File: config.mk
export PLATFORM = sky130hd
export DESIGN_NAME = pwm_ramp_ctrl
export DESIGN_NICKNAME = d
export VERILOG_FILES = /design/src/rtl/pwm_ramp_ctrl.sv
export SDC_FILE = /design/constraint.sdc
export NUM_CORES = 1
export LEC_CHECK = 0
export CAP_MARGIN = 20
export CORE_ASPECT_RATIO = 0.8
export CORE_MARGIN = 2
export CORE_UTILIZATION = 40
export CTS_BUF_LIST = sky130_fd_sc_hd__clkbuf_8
export DETAILED_ROUTE_END_ITERATION = 7
export PLACE_DENSITY_LB_ADDON = 0.08
export SETUP_SLACK_MARGIN = 0.05
export SYNTH_ARGS = -nofsm -noshare
export SYNTH_HDL_FRONTEND = slang
export SYNTH_SLANG_ARGS = --single-unit
File: constraint.sdc
create_clock -name i_clk -period 8.6 [get_ports i_clk]
set_clock_uncertainty 0.15 [all_clocks]
set_input_delay 1.29 -clock i_clk [delete_from_list [all_inputs] [get_ports i_clk]]
set_output_delay 1.29 -clock i_clk [all_outputs]
set_load 0.02 [all_outputs]
File: src/rtl/pwm_ramp_ctrl.sv
// Ramp sequencer for the 8-bit PWM core: steps duty toward a target once per
// PWM period, dwells at the target for a programmed number of periods, then pulses done.
module pwm_ramp_ctrl #(
    parameter int DW      = 8,
    parameter int RES_W   = 3,
    parameter int DWELL_W = 4
) (
    input  logic               i_clk,
    input  logic               i_rst_n,
    input  logic               i_ena,
    input  logic               i_cfg_valid,
    output logic               o_cfg_ready,
    input  logic [DW-1:0]      i_cfg_target,
    input  logic [DW-1:0]      i_cfg_step,
    input  logic [RES_W-1:0]   i_cfg_res,
    input  logic [DWELL_W-1:0] i_cfg_dwell,
    input  logic               i_abort,
    output logic [DW-1:0]      o_duty_out,
    output logic [RES_W-1:0]   o_res_out,
    output logic               o_period_tick,
    output logic               o_busy,
    output logic               o_done
);

    typedef enum logic [1:0] {
        ST_IDLE = 2'd0,
        ST_RAMP = 2'd1,
        ST_HOLD = 2'd2,
        ST_DONE = 2'd3
    } state_t;

    state_t             r_state;
    state_t             w_state_nxt;
    logic [DW:0]        r_pcnt;
    logic [DW:0]        w_pcnt_nxt;
    logic [DW:0]        w_plim;
    logic [DW-1:0]      r_duty;
    logic [DW-1:0]      w_duty_nxt;
    logic [DW-1:0]      r_target;
    logic [DW-1:0]      w_target_nxt;
    logic [DW-1:0]      r_step;
    logic [DW-1:0]      w_step_nxt;
    logic [DW-1:0]      w_duty_step;
    logic [RES_W-1:0]   r_res;
    logic [RES_W-1:0]   w_res_nxt;
    logic [DWELL_W-1:0] r_dwell;
    logic [DWELL_W-1:0] w_dwell_nxt;
    logic [DWELL_W-1:0] r_dwell_cnt;
    logic [DWELL_W-1:0] w_dwell_cnt_nxt;
    logic               w_tick;
    logic               w_accept;

    // One step toward the target in DW+1-bit arithmetic; clamps onto the target instead of overshooting.
    function automatic logic [DW-1:0] f_step_toward(input logic [DW-1:0] cur,
                                                    input logic [DW-1:0] tgt,
                                                    input logic [DW-1:0] stp);
        logic [DW:0] diff;
        logic [DW:0] nxt;
        if (tgt >= cur) begin
            diff = {1'b0, tgt} - {1'b0, cur};
            nxt  = (diff <= {1'b0, stp}) ? {1'b0, tgt} : ({1'b0, cur} + {1'b0, stp});
        end else begin
            diff = {1'b0, cur} - {1'b0, tgt};
            nxt  = (diff <= {1'b0, stp}) ? {1'b0, tgt} : ({1'b0, cur} - {1'b0, stp});
        end
        return nxt[DW-1:0];
    endfunction

    assign w_plim        = {{DW{1'b0}}, 1'b1} << r_res;
    assign w_tick        = i_ena && (r_pcnt == w_plim);
    assign w_accept      = i_ena && (r_state == ST_IDLE) && i_cfg_valid;
    assign w_duty_step   = f_step_toward(r_duty, r_target, r_step);

    assign o_cfg_ready   = i_ena && (r_state == ST_IDLE);
    assign o_period_tick = w_tick;
    assign o_busy        = (r_state != ST_IDLE);
    assign o_done        = i_ena && (r_state == ST_DONE);
    assign o_duty_out    = r_duty;
    assign o_res_out     = r_res;

    // Next-state and next-datapath logic; ena low leaves every register unchanged.
    always_comb begin
        w_state_nxt     = r_state;
        w_pcnt_nxt      = r_pcnt;
        w_duty_nxt      = r_duty;
        w_target_nxt    = r_target;
        w_step_nxt      = r_step;
        w_res_nxt       = r_res;
        w_dwell_nxt     = r_dwell;
        w_dwell_cnt_nxt = r_dwell_cnt;
        if (!i_ena) begin
            w_state_nxt = r_state;
        end else begin
            // Period counter restarts on acceptance so the first update is one full period later.
            if (w_accept) begin
                w_pcnt_nxt = {(DW + 1){1'b0}};
            end else if (r_pcnt == w_plim) begin
                w_pcnt_nxt = {(DW + 1){1'b0}};
            end else begin
                w_pcnt_nxt = r_pcnt + {{DW{1'b0}}, 1'b1};
            end
            case (r_state)
                ST_IDLE: begin
                    if (i_cfg_valid) begin
                        w_target_nxt = i_cfg_target;
                        w_step_nxt   = (i_cfg_step == {DW{1'b0}}) ? {{(DW - 1){1'b0}}, 1'b1} : i_cfg_step;
                        w_dwell_nxt  = i_cfg_dwell;
                        w_res_nxt    = i_cfg_res;
                        w_state_nxt  = ST_RAMP;
                    end else begin
                        w_state_nxt  = ST_IDLE;
                    end
                end
                ST_RAMP: begin
                    if (i_abort) begin
                        w_state_nxt = ST_IDLE;
                    end else if (w_tick) begin
                        w_duty_nxt = w_duty_step;
                        if (w_duty_step == r_target) begin
                            w_state_nxt     = ST_HOLD;
                            w_dwell_cnt_nxt = r_dwell;
                        end else begin
                            w_state_nxt     = ST_RAMP;
                        end
                    end else begin
                        w_state_nxt = ST_RAMP;
                    end
                end
                ST_HOLD: begin
                    if (i_abort) begin
                        w_state_nxt = ST_IDLE;
                    end else if (r_dwell_cnt == {DWELL_W{1'b0}}) begin
                        w_state_nxt = ST_DONE;
                    end else if (w_tick) begin
                        w_dwell_cnt_nxt = r_dwell_cnt - {{(DWELL_W - 1){1'b0}}, 1'b1};
                        if (r_dwell_cnt == {{(DWELL_W - 1){1'b0}}, 1'b1}) begin
                            w_state_nxt = ST_DONE;
                        end else begin
                            w_state_nxt = ST_HOLD;
                        end
                    end else begin
                        w_state_nxt = ST_HOLD;
                    end
                end
                ST_DONE: begin
                    w_state_nxt = ST_IDLE;
                end
                default: begin
                    w_state_nxt = ST_IDLE;
                end
            endcase
        end
    end

    // FSM state register with synchronous active-low reset.
    always_ff @(posedge i_clk) begin
        if (!i_rst_n) begin
            r_state <= ST_IDLE;
        end else begin
            r_state <= w_state_nxt;
        end
    end

    // Datapath registers: period counter, duty/resolution outputs and latched command.
    always_ff @(posedge i_clk) begin
        if (!i_rst_n) begin
            r_pcnt      <= {(DW + 1){1'b0}};
            r_duty      <= {DW{1'b0}};
            r_target    <= {DW{1'b0}};
            r_step      <= {DW{1'b0}};
            r_res       <= {RES_W{1'b0}};
            r_dwell     <= {DWELL_W{1'b0}};
            r_dwell_cnt <= {DWELL_W{1'b0}};
        end else begin
            r_pcnt      <= w_pcnt_nxt;
            r_duty      <= w_duty_nxt;
            r_target    <= w_target_nxt;
            r_step      <= w_step_nxt;
            r_res       <= w_res_nxt;
            r_dwell     <= w_dwell_nxt;
            r_dwell_cnt <= w_dwell_cnt_nxt;
        end
    end

endmodule

### After elaboration in Yosys (flattened, before gate mapping)

Index checks and enable logic that the tools add are counted.

| word-level totals | value |
|---|---|
| flip-flop bits (word level) | 46 |
| input port bits | 28 |
| logic and storage cells | 65 |

| operators by class | value |
|---|---|
| $add $sub $neg | 6 |
| magnitude comparators | 3 |
| equal/unequal tests | 12 |
| shift-type cells | 1 |
| multiplexer cells | 22 |
| bitwise logic cells | 1 |
| reductions and logical operators | 12 |

Operator list:

| kind | count |
|---|---|
| 8-bit 2-to-1 mux | 4 |
| 4-bit 2-to-1 mux | 6 |
| 9-bit by 8-bit <= comparator with 1-bit output | 2 |
| 9-bit 2-to-1 mux | 2 |
| 8-bit by 8-bit subtractor with 9-bit output | 2 |
| 2-bit 2-to-1 mux | 6 |
| 2-bit inequality test (second input constant) | 6 |
| 9-bit by 1-bit adder with 9-bit output (second input constant) | 1 |
| 9-bit == test | 1 |
| 1-bit by 3-bit left shift with 9-bit output (first input constant) | 1 |
| 8-bit adder | 1 |
| 8-bit == test | 1 |
| 8-bit greater-or-equal comparator | 1 |
| 8-bit logical NOT | 1 |
| 2-bit case mux with 4 select lines | 1 |
| 4-bit case mux with 2 select lines | 1 |
| 8-bit AND reduction | 1 |
| 8-bit subtractor | 1 |
| 2-bit == test (second input constant) | 2 |
| 4-bit by 1-bit == test with 1-bit output (second input constant) | 1 |
| 1-bit logical AND | 4 |
| 4-bit logical NOT | 1 |
| 4-bit AND reduction | 1 |
| 2-bit nonzero test | 2 |
| other kinds (6) | 7 |

### Depth between registers and ports, before layout

| logic depth | value |
|---|---|
| depth after elaboration | 9 |
| mapped depth | 23 |
| gate-level depth less buffers | 22 |

### Worst setup path after synthesis

No wires, ideal clock.

| path | value |
|---|---|
| path kind | register -> register |
| start point | register r_duty[1], in the netlist o_duty_out[1] |
| end point | register r_state[0] |
| arrival | 4,288 ps |
| required time | 8,327 ps |
| slack | 4,039 ps |
| cell stages (with the launch flop) | 18 |
| clock period less this slack | 4,561 ps |
| cells stage by stage | dfxtp_1 inv_1 ha_1 nor2b_4 o31a_4 or2_2 o21ai_0 xnor2_1 ha_1 and3_1 and3_1 a211oi_1 o22ai_2 nor3_1 o32a_4 nand3_1 a2111oi_2 nor2_1 |

| on the way | value |
|---|---|
| cells in the longest elaborated chain, start to end | 9 |

Ends and longest elaborated chain:

| item | line | RTL |
|---|---|---|
| start: declaration | 37 | `logic [DW-1:0] r_duty;` |
| start signal: assignment | 168 | `r_duty <= {DW{1'b0}};` |
| start signal: assignment | 176 | `r_duty <= w_duty_nxt;` |
| 8-bit by 8-bit subtractor with 9-bit output (on tied branches) | 63, 60 |  |
| 9-bit by 8-bit <= comparator with 1-bit output (on tied branches) | 64, 61 |  |
| 8-bit 2-to-1 mux (on tied branches) | 64, 61 |  |
| 8-bit 2-to-1 mux * | 59 | `if (tgt >= cur) begin` |
| 8-bit == test * | 119 | `if (w_duty_step == r_target) begin` |
| 2-bit 2-to-1 mux * | 119 |  |
| 2-bit 2-to-1 mux * | 117 | `end else if (w_tick) begin` |
| 2-bit 2-to-1 mux * | 115 | `if (i_abort) begin` |
| 2-bit case mux with 4 select lines * | 102 | `case (r_state)` |
| end signal: assignment | 160 | `r_state <= w_state_nxt;` |
| end: declaration | 32 | `state_t r_state;` |

Every way passes the cells marked *; elsewhere a longest branch is shown, timed or not.
A chain may end at the register's enable or synchronous reset.

### Worst setup path in the final report

| path | value |
|---|---|
| start point | register r_duty[1], in the netlist o_duty_out[1] |
| end point | register r_dwell_cnt[2] |

| on the way | value |
|---|---|
| cells in the longest elaborated chain, start to end | 7 |

Ends and longest elaborated chain:

| item | line | RTL |
|---|---|---|
| 8-bit by 8-bit subtractor with 9-bit output (on tied branches) | 63, 60 |  |
| 9-bit by 8-bit <= comparator with 1-bit output (on tied branches) | 64, 61 |  |
| 8-bit 2-to-1 mux (on tied branches) | 64, 61 |  |
| 8-bit 2-to-1 mux * | 59 |  |
| 8-bit == test * | 119 |  |
| 2-bit inequality test (no line) * | - |  |
| 8-bit AND reduction (no line) * | - |  |
| end signal: assignment | 173 | `r_dwell_cnt <= {DWELL_W{1'b0}};` |
| end signal: assignment | 181 | `r_dwell_cnt <= w_dwell_cnt_nxt;` |
| end: declaration | 48 | `logic [DWELL_W-1:0] r_dwell_cnt;` |

Marked as above.

==> metrics.md <==
| Metric | Value |
|---|---|
| Max Clock Freq | `203 MHz` |
| Post-CTS Setup Bufs | `0` |
| Slew HR | `28.9%` |
| Die Width | `121 µm` |
| Final setup TNS | `0 ns` |
| Row Count | `34` |
| Pwr Total | `slightly below 0.0007 W` |
| Met1 Use GR | `about a third` |
| Met2 Usage GRT | `29.6%` |
| P_int | `0.000414 W` |
| DRT iter0 DRCs | `308` |
| Met3 GRT Util | `3.93%` |
| DR WL/cell | `16.6 µm` |
| RePlAce Congestion | `between 0.8 and 0.9` |
| Cts bufs inserted | `5` |
| Worst R2R Setup Slack | `between 3 and 4 ns` |
| Routed Antenna Nets | `0` |
| Switching share of total power | `38.9%` |
| Hold crit path type | `flip-flop to flip-flop` |
| Synth Area per Inst | `between 7 and 8 µm²` |
| Largest net degree at the start of global routing | `30` |
| Setup ws final | `3.67 ns` |
| Worst r2r src | `o_duty_out[1]` |
| EDFF count, synth | `0` |
| Placed wire-length estimate | `9.36 mm` |
| Register bit total from synthesis | `between 40 and 50` |
| Final layout net count | `between 600 and 700` |
| First-pass GRT wire length | `20.2 mm` |
| Antenna cell count | `0` |
| Critical path startpoint category | `flip-flop` |
| Core area | `10800 µm²` |
| YS warnings | `0` |
| Max-capacitance violation count | `0` |
| Post-Route WL | `about 12 mm` |
| Initial Util | `40.8%` |
| Worst Hold End | `r_dwell[3]` |
| CTS H-tree lvls | `2` |
| Worst IR Drop VDD | `about 64 µV` |
| Vias in the first global route | `roughly 3800` |
| Pins Over Slew Limit | `0` |
| Drc violations | `0` |
| Top Ports | `43` |
| CTS tree | `yes` |
| Sequential area share after synthesis | `21.0%` |
| Antenna violations before repair | `0` |
| Psw | `0.000263 W` |
| Worst Path Arrival | `4.98 ns` |
| TritonRoute pass-1 iters | `5` |
| Die Area | `11800 µm²` |
| Synth unique cells | `72` |
| R2r worst-path depth | `17` |
| Number of fill cells | `1098` |
| Clk sink count | `46` |
| Final Hold Vio Count | `0` |
| Grt ovf | `0` |
| Power Density | `137 nW/µm²` |
| Worst reg2reg endpoint | `r_dwell_cnt[2]` |
| Root Driver | `clkbuf_8` |
| Die Height | `97.7 µm` |
| Synth top area cells | `dfxtp_1, ha_1, a21oi_1` |
| Worst hold path stage count | `2` |
| Post-route minimum period | `4.93 ns` |
| CTS Hold Bufs | `0` |
| RSZ-0062 raised after global routing | `false` |
| Critical path class | `flip-flop to flip-flop` |
| Area fraction of the dominant cell type after synthesis | `21.0%` |
| Finished Layout Cells | `734` |
| Leakage | `around 1.9 nW` |
| Largest area contributor in the netlist | `dfxtp_1` |
| Syn_nets | `about 650` |
| Area growth, synth to finish | `12.9%` |
| Sequential power share | `34.0%` |
| Worst-Skew Late Latency | `0.30 ns` |
| Max FO, Critical Path | `8` |
| Total number of vias | `approximately 4000` |
| FFs w/ async S/R, synth | `0%` |
| Drt via density | `about 5.5` |
| Clk buf depth | `2` |
| Global routing's busiest layer | `met1` |
| Status | `completed` |
| Clk pwr share | `19.3%` |
| Crit end category | `flip-flop` |
| Min-delay src | `r_dwell[3]` |
| Buffers on Ports | `42` |
| Layout cells sized above 1 | `under 10%` |
| Place WS | `3.64 ns` |
| Inst Count DP | `727` |
| Critical Path RT | `8.65 ns` |
| Syn Inst Count | `approximately 570` |
| Post-Syn Area | `4390 µm²` |
| Post-CTS sizing | `0` |
| Final setup fails | `0` |
| Reg clk slew, reported paths | `0.09 ns` |
| Total track usage | `approximately a fifth` |
| Share of power burned in combinational logic | `46.6%` |
| Worst-Margin Slew | `1.07 ns` |
| Synth Flop Type | `dfxtp_1` |
| Fin crit share | `57.3%` |
==> cell type report <==
| cell class | instances | area [µm²] | area share (%) |
|---|---|---|---|
| Tap cell | 144 | 180 | 3.63 |
| Clock inverter | 2 | 10.0 | 0.202 |
| Inverter | 45 | 169 | 3.41 |
| Multi-Input combinational cell | 449 | 3180 | 64.2 |
| Timing Repair Buffer | 43 | 428 | 8.63 |
| Clock buffer | 5 | 68.8 | 1.39 |
| Sequential cell | 46 | 921 | 18.6 |
==> sequential cells by signal, summed over array words and instances, names as in the netlist <==
register and cells:
o_duty_out 8, o_res_out 3, r_dwell 4, r_dwell_cnt 4, r_pcnt 9, r_state 2, r_step 8, r_target 8
==> layout by cell type, fill, tap and decap left out, types with 15 or more instances in the layout <==
cell,count
nand2_1,61
inv_1,42
dfxtp_1,46
a21boi_0,18
nor2_1,36
o21ai_0,30
xnor2_1,17
ha_1,49
and3_1,15
clkdlybuf4s50_1,42
a21oi_1,48
==> stage by stage <==
step	instance area (µm²)	util, %	hold slack, ns
2_1_floorplan	4390	-	0.281
3_3_place_gp	4880	45.3	0.305
3_5_place_dp	4880	45.3	0.307
4_1_cts	4960	46.1	0.323
5_1_grt	4960	46.1	0.362
6_report	4960	46.1	0.324
==> worst max-delay path: stages (launching register included) <==
cell and delay (ns):
dfxtp_1 0.57, inv_1 0.19, ha_1 0.36, nor2b_4 0.14, o31a_4 0.30, or2_2 0.29
o21ai_0 0.21, xnor2_1 0.16, ha_1 0.28, and3_1 0.18, and3_1 0.19, a211oi_1 0.51
o22ai_2 0.29, nor3_1 0.24, o32a_4 0.23, nand3_4 0.10, and3_1 0.19, o31a_1 0.26
==> per-layer routing <==
| layer | vias to the layer above | wire, µm | share of wire, % |
|---|---|---|---|
| met1 | 1894 | 6720 | 55 |
| li1 | 2066 | - | - |
| met2 | 92 | 4690 | 39 |
| met4 | 0 | 82 | 0.67 |
| met3 | 6 | 657 | 5.4 |
| met5 | - | 0 | 0 |
==> cell usage after synthesis (8+ instances only) <==
| cell type | count |
|---|---|
| ha_1 | 49 |
| nor2_1 | 36 |
| nor2b_1 | 10 |
| a221oi_1 | 8 |
| inv_1 | 42 |
| mux2i_1 | 9 |
| xnor2_1 | 17 |
| a21oi_1 | 48 |
| and3_1 | 15 |
| nor3b_1 | 11 |
| xor2_1 | 8 |
| a21boi_0 | 18 |
| nor3_1 | 8 |
| clkbuf_1 | 21 |
| dfxtp_1 | 46 |
| nand2b_1 | 11 |
| nand2_1 | 61 |
| o21ai_0 | 30 |
| a211oi_1 | 9 |
==> power groups by stage <==
stage	registers [W]	logic, W	clock network [W]
after floorplan	0.000231	0.000236	0
final	0.000230	0.000316	0.000131
after global routing	0.000232	0.000351	0.000148
after CTS	0.000230	0.000314	0.000138
after detailed placement	0.000235	0.000312	0
after global placement	0.000235	0.000308	0
==> how the worst max path moves through the flow <==
stage,from,to,slack [ns]
floorplan,o_duty_out[1],r_state[0],4.04
global placement,o_duty_out[1],r_dwell_cnt[2],3.84
detailed placement,o_duty_out[1],r_dwell_cnt[2],3.64
CTS,o_duty_out[1],r_dwell_cnt[2],3.63
global route,o_duty_out[1],r_state[0],3.24
finish,o_duty_out[1],r_dwell_cnt[2],3.67
==> kinds of logic after synthesis <==
group	count (synthesis)	synth area share, %
flops	46	21.0
mux	10	2.31
simple gates	192	22.9
buf+inv	73	6.58
xor+xnor	25	4.99
fa+ha+maj	53	15.8
compound gates	169	26.5
Power figures use the tool's default switching activity.
